**src/rtl/pwl_activation_pipe.sv**
```systemverilog
`default_nettype none
// ============================================================================
// Module   : pwl_activation_pipe
// Purpose  : Three-stage piecewise-linear sigmoid/tanh evaluator with a
//            runtime-writable, two-bank slope/intercept table and a
//            valid/ready streaming interface (one sample per clock).
// Ports    : clk, rst               - clock, synchronous active-high reset
//            in_valid/in_ready      - input handshake
//            in_data, in_mode       - signed sample x, 0=sigmoid 1=tanh
//            out_valid/out_ready    - output handshake
//            out_data               - signed result z
//            cfg_we/bank/sel/addr/data - coefficient table write port
// Revision : 1.0 - initial release
// ============================================================================
module pwl_activation_pipe #(
  parameter int BITS      = 16,
  parameter int FRAC      = 8,
  parameter int SEGS      = 13,
  parameter int SEG_SHIFT = 7,
  parameter int AW        = 4
) (
  input  logic            clk,
  input  logic            rst,
  input  logic            in_valid,
  output logic            in_ready,
  input  logic [BITS-1:0] in_data,
  input  logic            in_mode,
  output logic            out_valid,
  input  logic            out_ready,
  output logic [BITS-1:0] out_data,
  input  logic            cfg_we,
  input  logic            cfg_bank,
  input  logic            cfg_sel,
  input  logic [AW-1:0]   cfg_addr,
  input  logic [BITS-1:0] cfg_data
);

  localparam logic [BITS-1:0] C_MAXPOS = {1'b0, {(BITS-1){1'b1}}};
  localparam logic [BITS-1:0] C_MINNEG = {1'b1, {(BITS-1){1'b0}}};
  localparam logic [BITS:0]   C_ONE    = (BITS+1)'(1) << FRAC;
  localparam logic [BITS-1:0] C_ONE_W  = BITS'(1) << FRAC;
  localparam logic [AW-1:0]   C_LAST   = AW'(SEGS - 1);
  localparam logic [BITS-1:0] C_LAST_W = BITS'(SEGS - 1);
  localparam logic [AW:0]     C_SEGS   = (AW+1)'(SEGS);

  // Coefficient table: not reset, loaded by software before use.
  logic [BITS-1:0] slope_q [2][2**AW];
  logic [BITS-1:0] icpt_q  [2][2**AW];

  // Pipeline state
  logic            v1_q, v2_q, out_valid_q;
  logic [BITS-1:0] xa1_q, m1_q, c1_q;
  logic            neg1_q, mode1_q;
  logic [BITS-1:0] mx2_q, c2_q;
  logic            neg2_q, mode2_q;
  logic [BITS-1:0] out_data_q;

  logic            en;
  logic            neg_d;
  logic [BITS-1:0] xa_d, seg_d;
  logic [AW-1:0]   idx_d;
  logic [2*BITS-1:0] prod_d, mx_full_d;
  logic [BITS-1:0] mx_d;
  logic [BITS:0]   y_d;
  logic [BITS-1:0] yc_d, z_d;

  // Single global stall: every stage advances only when the output slot
  // is empty or being drained.
  assign en        = !out_valid_q || out_ready;
  assign in_ready  = en;
  assign out_valid = out_valid_q;
  assign out_data  = out_data_q;

  // Table writes ignore the stall. Non-blocking update means a lookup in
  // the same cycle as a write to the same entry still sees the old value.
  always_ff @(posedge clk) begin
    if (cfg_we && ({1'b0, cfg_addr} < C_SEGS)) begin
      if (cfg_sel) icpt_q[cfg_bank][cfg_addr]  <= cfg_data;
      else         slope_q[cfg_bank][cfg_addr] <= cfg_data;
    end
  end

  // S1: magnitude and segment index. The most-negative input has no
  // positive counterpart, so its magnitude saturates.
  always_comb begin
    neg_d = in_data[BITS-1];
    if (in_data == C_MINNEG) xa_d = C_MAXPOS;
    else if (neg_d)          xa_d = -in_data;
    else                     xa_d = in_data;
    seg_d = xa_d >> SEG_SHIFT;
    idx_d = (seg_d >= C_LAST_W) ? C_LAST : seg_d[AW-1:0];
  end

  // S2: unsigned magnitude * slope, rescaled and saturated.
  always_comb begin
    prod_d    = {{BITS{1'b0}}, xa1_q} * {{BITS{1'b0}}, m1_q};
    mx_full_d = prod_d >> FRAC;
    mx_d      = (mx_full_d > {{BITS{1'b0}}, C_MAXPOS}) ? C_MAXPOS : mx_full_d[BITS-1:0];
  end

  // S3: add intercept, clamp to [0, ONE], then apply the odd/point
  // symmetry of the selected function for negative inputs.
  always_comb begin
    y_d  = {1'b0, mx2_q} + {1'b0, c2_q};
    yc_d = (y_d > C_ONE) ? C_ONE_W : y_d[BITS-1:0];
    if (mode2_q) z_d = neg2_q ? -yc_d : yc_d;
    else         z_d = neg2_q ? (C_ONE_W - yc_d) : yc_d;
  end

  always_ff @(posedge clk) begin
    if (rst) begin
      v1_q        <= 1'b0;
      v2_q        <= 1'b0;
      out_valid_q <= 1'b0;
      out_data_q  <= '0;
    end else if (en) begin
      v1_q        <= in_valid;
      xa1_q       <= xa_d;
      neg1_q      <= neg_d;
      mode1_q     <= in_mode;
      m1_q        <= slope_q[in_mode][idx_d];
      c1_q        <= icpt_q[in_mode][idx_d];

      v2_q        <= v1_q;
      mx2_q       <= mx_d;
      c2_q        <= c1_q;
      neg2_q      <= neg1_q;
      mode2_q     <= mode1_q;

      out_valid_q <= v2_q;
      if (v2_q) out_data_q <= z_d;
    end
  end

endmodule
`default_nettype wire
```
**config.mk**
```make
export PLATFORM = sky130hd
export DESIGN_NAME = pwl_activation_pipe
export DESIGN_NICKNAME = d
export VERILOG_FILES = /design/src/rtl/pwl_activation_pipe.sv
export SDC_FILE = /design/constraint.sdc
export NUM_CORES = 2
export LEC_CHECK = 0
export CAP_MARGIN = 30
export CORE_MARGIN = 1
export CORE_UTILIZATION = 44
export DETAILED_ROUTE_END_ITERATION = 12
export GPL_TIMING_DRIVEN = 0
export SKIP_LAST_GASP = 1
export SYNTH_ARGS = -nofsm -noshare
export SYNTH_HDL_FRONTEND = slang
export SYNTH_SLANG_ARGS = --single-unit
```
**constraint.sdc**
```tcl
create_clock -name clk -period 9.93 [get_ports clk]
set_clock_uncertainty 0.15 [all_clocks]
set_input_delay 1.986 -clock clk [delete_from_list [all_inputs] [get_ports clk]]
set_output_delay 1.986 -clock clk [all_outputs]
set_load 0.05 [all_outputs]
```
Yosys cells after proc, flatten, opt, wreduce, memory -nomap -nowiden
Memory sizes are Yosys's and may differ from the RTL's.
Index checks and enable logic that the tools add are counted.
- register bits: 103
- memory bits (writable): 1024
- input bits: 44
- output and inout port bits: 18
- memories kept: 2
- add/sub/neg operators: 4
- multiply operators: 1
- magnitude comparators: 7
- equality and inequality tests: 1
- multiplexer cells: 21
- bitwise gates (word level): 3
- reduce and logical (&&, ||, !) cells: 6
- memories (memory ; depth ; width ; read ports ; clocked after memory_dff ; wr ports ; line ; RTL):
    icpt_q ; 2 ; 256 ; 1 ; 0 ; 1 ; 48 ; logic [BITS-1:0] icpt_q [2][2**AW];
    slope_q ; 2 ; 256 ; 1 ; 0 ; 1 ; 47 ; logic [BITS-1:0] slope_q [2][2**AW];
- operators with widths (cell ; number):
    256-bit two-way mux ; 2
    16-bit two-way mux ; 11
    16-bit binary-select mux with 4-bit select ; 2
    16-bit demux with 4-bit select ; 1
    16-bit by 16-bit multiplier with 32-bit output ; 1
    16-bit negator ; 2
    24-bit by 15-bit > comparator with 1-bit output (second input constant) ; 1
    16-bit by 16-bit adder with 17-bit output ; 1
    17-bit by 9-bit > comparator with 1-bit output (second input constant) ; 1
    16-bit equality test (second input constant) ; 1
    9-bit by 16-bit subtractor with 16-bit output (first input constant) ; 1
    5-bit >= comparator (second input constant) ; 2
    4-bit NOT with 5-bit output ; 2
    9-bit by 4-bit >= comparator with 1-bit output (second input constant) ; 1
    5-bit by 1-bit less-than comparator with 1-bit output (second input constant) ; 1
    4-bit less-than comparator (second input constant) ; 1
    1-bit two-way mux ; 4
    4-bit two-way mux ; 1
    2-bit AND reduction ; 2
    1-bit logical AND ; 2
    1-bit zero test ; 1
    1-bit logical OR ; 1
    1-bit NOT ; 1

Longest topological paths before layout
- depth after elaboration: 9
- gate-level depth with buffers: 26
- gate-level depth less buffers: 23

Worst setup path before layout
Ideal clock, no wire load.
- kind: input to register
- from: input port out_ready
- to: register c1_q[0] (enable)
- setup time: 0.535 ns
- arrival time: 6.491 ns
- slack: 2.754 ns
- cell stages on the path: 3
- path buffers: 1
- cell sequence: nand2b_1 > clkbuf_1 > nor2b_1
- longest elaborated chain between the ends: 2
- ends and longest elaborated chain (item ; line ; RTL):
    start: declaration ; 29 ; input logic out_ready,
    1-bit logical OR ; 69 ; assign en = !out_valid_q || out_ready;
    net in_ready ; 25 ; output logic in_ready,
    2-bit AND reduction (no source line) ; - ;
    end signal: assignment ; 122 ; c1_q <= icpt_q[in_mode][idx_d];
    end: declaration ; 52 ; logic [BITS-1:0] xa1_q, m1_q, c1_q;
The timed path passes the listed nets, and every way through them passes these cells.
A chain may end at the register's enable or synchronous reset.

Worst setup path in the final report
- from: register m1_q[8]
- to: register mx2_q[11], data pin
- longest elaborated chain between the ends: 2
- ends and longest elaborated chain (item ; line ; RTL):
    start: declaration ; 52 ;
    start signal: assignment ; 121 ; m1_q <= slope_q[in_mode][idx_d];
    16-bit by 16-bit multiplier with 32-bit output * ; 96 ; prod_d = {{BITS{1'b0}}, xa1_q} * {{BITS{1'b0}}, m1_q};
    24-bit by 15-bit > comparator with 1-bit output ; 98 ; mx_d = (mx_full_d > {{BITS{1'b0}}, C_MAXPOS}) ? C_MAXPOS : mx_full_d[BITS-1:0];
    end signal: assignment ; 125 ; mx2_q <= mx_d;
    end: declaration ; 54 ; logic [BITS-1:0] mx2_q, c2_q;
Every way passes the cells marked *; elsewhere a longest branch is shown, timed or not.

==> results.py <==
metrics = {
    "outcome": {
        "status": "completed",
    },
    "sta": {
        "hold_viol_final": 0,
        "setup_viol": 0,
        "maxSlewHeadroom_pct": 30.9,
        "fin_tns_setup_ns": 0,
        "min_period_over_period_pct": 83.9,
        "grt_setup_unrepaired": "no",
        "worst_pin_slew_ns": 1.01,
        "final_max_slew_viol_count": 0,
        "fmax_mhz": 120,
        "whs_ns": 0.268,
        "period_minus_slack_ns": 8.34,
    },
    "cts": {
        "cts.path.max_buffers": 3,
        "cts_sinks": 935,
        "holdBufCountCts": 0,
        "cts_tree": "built",
        "cts_root_buffer": "clkbuf_16",
        "clkLatencyLatePin_ns": 0.69,
        "htreeDepth": 3,
        "cts_buffers": 94,
        "clk_pin_slew_worst_paths_ns": 0.06,
        "cts_setup_buffers": 0,
        "cts_resized": 0,
    },
    "place": {
        "dpl.hpwl_um": 77100,
        "gp_congestion": 0.896,
        "numPlacedInstances": 4267,
        "io_buffers": 61,
    },
    "critical_path": {
        "crit_path_cell_trace": "clkbuf_1, nand2_1, fa_1, fa_1, fa_1, fa_1, fa_1, fa_1, inv_1, ha_1, clkbuf_1, nand3_1, or3_1, or3b_2, o21a_1, o311ai_0, o2111ai_1, nor4_4, buf_2, nand2_1",
        "critPathMaxFanout": 10,
        "critPathKind": "reg -> reg",
        "cp.arrival_ns": 8.56,
        "crit_top_cell": "fa_1",
        "slowest_stage": "edfxtp_1",
        "critPathCaptureType": "register",
        "r2r_slack_ns": 1.59,
        "timing.rr.end": "mx2_q[11]",
        "reg2reg_depth": 20,
        "startpoint_type": "register",
        "slowest_delay_ns": 0.65,
        "cp.required_ns": 10.16,
        "r2r-start": "m1_q[8]",
    },
    "floorplanning": {
        "die_area_um2": 103000,
        "core_um2": 100000,
        "initial_core_util_pct": 44.5,
        "ioPinCount": 62,
        "die_y_um": 321,
        "rows": 116,
        "fp.dieW_um": 321,
    },
    "synth": {
        "mappedNetlistNets": 3142,
        "ys_ff_latch": 935,
        "syn_area_um2": 44700,
        "yosysMostFrequentCell": "edfxtp_1",
        "netlist_instances": 2785,
        "synth.distinct_cells": 69,
        "synth-seq-area-share_pct": 62.4,
        "synth_area_leaders": "edfxtp_1, fa_1, mux4_2",
        "netlist_top_cells_count": "edfxtp_1, nand2_1, inv_1",
        "synth_top_cell_by_area": "edfxtp_1",
        "synth_top_area_share_pct": 61.5,
        "ys_warn_count": 0,
        "synth_edf_count": 916,
        "synthFlopType": "edfxtp_1",
        "async_flop_share_pct": 0,
        "synth_area_per_cell_um2": 16.0,
    },
    "global_routing": {
        "grtUsageMet2_pct": 36.0,
        "overflow": 0,
        "grt_usage_pct": 21.2,
        "grtUsageMet1_pct": 28.2,
        "first_global_vias": 26000,
        "antenna_found_initial": 1,
        "grt_max_degree": 53,
        "grt_busiest_layer": "met2",
        "grt_pass1_wl_um": 162000,
        "grt_use_met3_pct": 2.85,
    },
    "pwr": {
        "powerDensity_nw_per_um2": 265,
        "leakage_nw": 17.6,
        "finalPower_mw": 13.6,
        "max-vdd-ir-drop_v": 0.000495,
    },
    "routing": {
        "vias_per_cell": 5.54,
        "vias": 24700,
        "drcViolationCount": 0,
        "drtPass1Iterations": 5,
        "drtIter0Drc": 2143,
        "wl_per_cell_um": 24.0,
        "ant_nets": 0,
        "wl_um": 107000,
    },
    "cells_and_area": {
        "fin_nets": 3371,
        "fin_cells": 4452,
        "area_delta_synth_final_pct": 14.8,
        "drive_gt1_share_pct": 15.5,
    },
    "job": {
        "maxCapViolations": 0,
    },
    "hold_path": {
        "hold_class": "reg -> reg",
        "holdPathEnd": "c2_q[6]",
        "min_from": "c1_q[6]",
        "worstHoldPathCells": 0,
    },
}
==> per-layer routing <==
layer	up-vias	part of all wire, %
met3	197	5.1
met5	-	0
li1	10900	-
met4	0	3.2
met1	12800	42
met2	764	50
==> flip-flops by register name, indices dropped and copies added (netlist names) <==
register,count
c1_q,16
c2_q,16
icpt_q,416
m1_q,16
mode1_q,1
mode2_q,1
mx2_q,16
neg1_q,1
neg2_q,1
out_data,16
out_valid,1
slope_q,416
v1_q,1
v2_q,1
xa1_q,16
==> per-stage QoR <==
| stage | setup WS [ns] | cell area, um^2 | utilization (%) |
|---|---|---|---|
| floorplan | 2.75 | 44700 | - |
| global placement | 0.752 | 47000 | 46.8 |
| detailed placement | 1.72 | 47900 | 47.7 |
| CTS | 1.65 | 51100 | 50.9 |
| global route | 1.29 | 51300 | 51.1 |
| finish | 1.59 | 51300 | 51.1 |
==> where the power goes <==
| group | internal (mW) | switching, mW | leakage (nW) |
|---|---|---|---|
| clock | 2.12 | 1.52 | 1.56 |
| combinational | 2.23 | 3.28 | 7.66 |
| sequential | 4.40 | 0.0449 | 8.42 |
==> layout by cell type (no fill, tap or decap), types with 11 or more instances in the layout <==
| cell | n |
|---|---|
| a21o_1 | 17 |
| a21oi_1 | 52 |
| a22oi_1 | 62 |
| and2_1 | 111 |
| buf_12 | 11 |
| buf_2 | 38 |
| buf_4 | 19 |
| buf_8 | 44 |
| bufinv_16 | 13 |
| clkbuf_1 | 111 |
| clkbuf_16 | 95 |
| clkdlybuf4s50_1 | 45 |
| clkinv_1 | 17 |
| clkinv_2 | 18 |
| dfxtp_1 | 19 |
| edfxtp_1 | 916 |
| fa_1 | 194 |
| ha_1 | 119 |
| inv_1 | 226 |
| mux2i_1 | 98 |
| mux4_2 | 161 |
| nand2_1 | 230 |
| nand3_1 | 27 |
| nor2_1 | 76 |
| nor2_2 | 40 |
| o2111ai_1 | 33 |
| o211ai_1 | 35 |
| o21ai_0 | 26 |
| o22a_1 | 32 |
| xnor2_1 | 25 |
| xor2_1 | 18 |
==> how the worst max path moves through the flow <==
stage | slack, ns | from | cells past startpoint | end
after floorplan | 2.75 | out_ready | 3 | c1_q[0]
after global placement | 0.75 | out_ready | 4 | xa1_q[5]
after detailed placement | 1.72 | m1_q[8] | 20 | mx2_q[5]
after CTS | 1.65 | m1_q[8] | 20 | mx2_q[11]
after global routing | 1.29 | m1_q[8] | 20 | mx2_q[11]
final | 1.59 | m1_q[8] | 20 | mx2_q[11]
==> final cells by class <==
cell class,instances,area (um^2)
buffer,130,572
antenna,2,5.00
multi-input combinational,1494,15500
inverter,226,848
clock buffer,111,2440
fill,8252,49100
clock inverter,64,782
sequential,935,27900
tap,1357,1700
timing repair buffer,133,1570
==> logic make-up after synthesis <==
| group | synth area share, % |
|---|---|
| compound gates | 5.29 |
| xor+xnor | 0.843 |
| fa+ha+maj | 12.0 |
| buf+inv | 3.18 |
| flops | 62.4 |
| mux | 10.3 |
| other cells | 0.00839 |
| simple gates | 5.96 |
==> critical path, delay by kind of cell (launching register included) <==
| family | cells | cell delay [ns] |
|---|---|---|
| adder cells (fa/ha/maj) | 7 | 3.41 |
| AND/OR/NAND/NOR | 6 | 1.61 |
| buffers and inverters | 4 | 1.17 |
| AO/OA/AOI/OAI | 3 | 1.04 |
| flip-flops | 1 | 0.65 |
(Power assumes the default switching activity.)
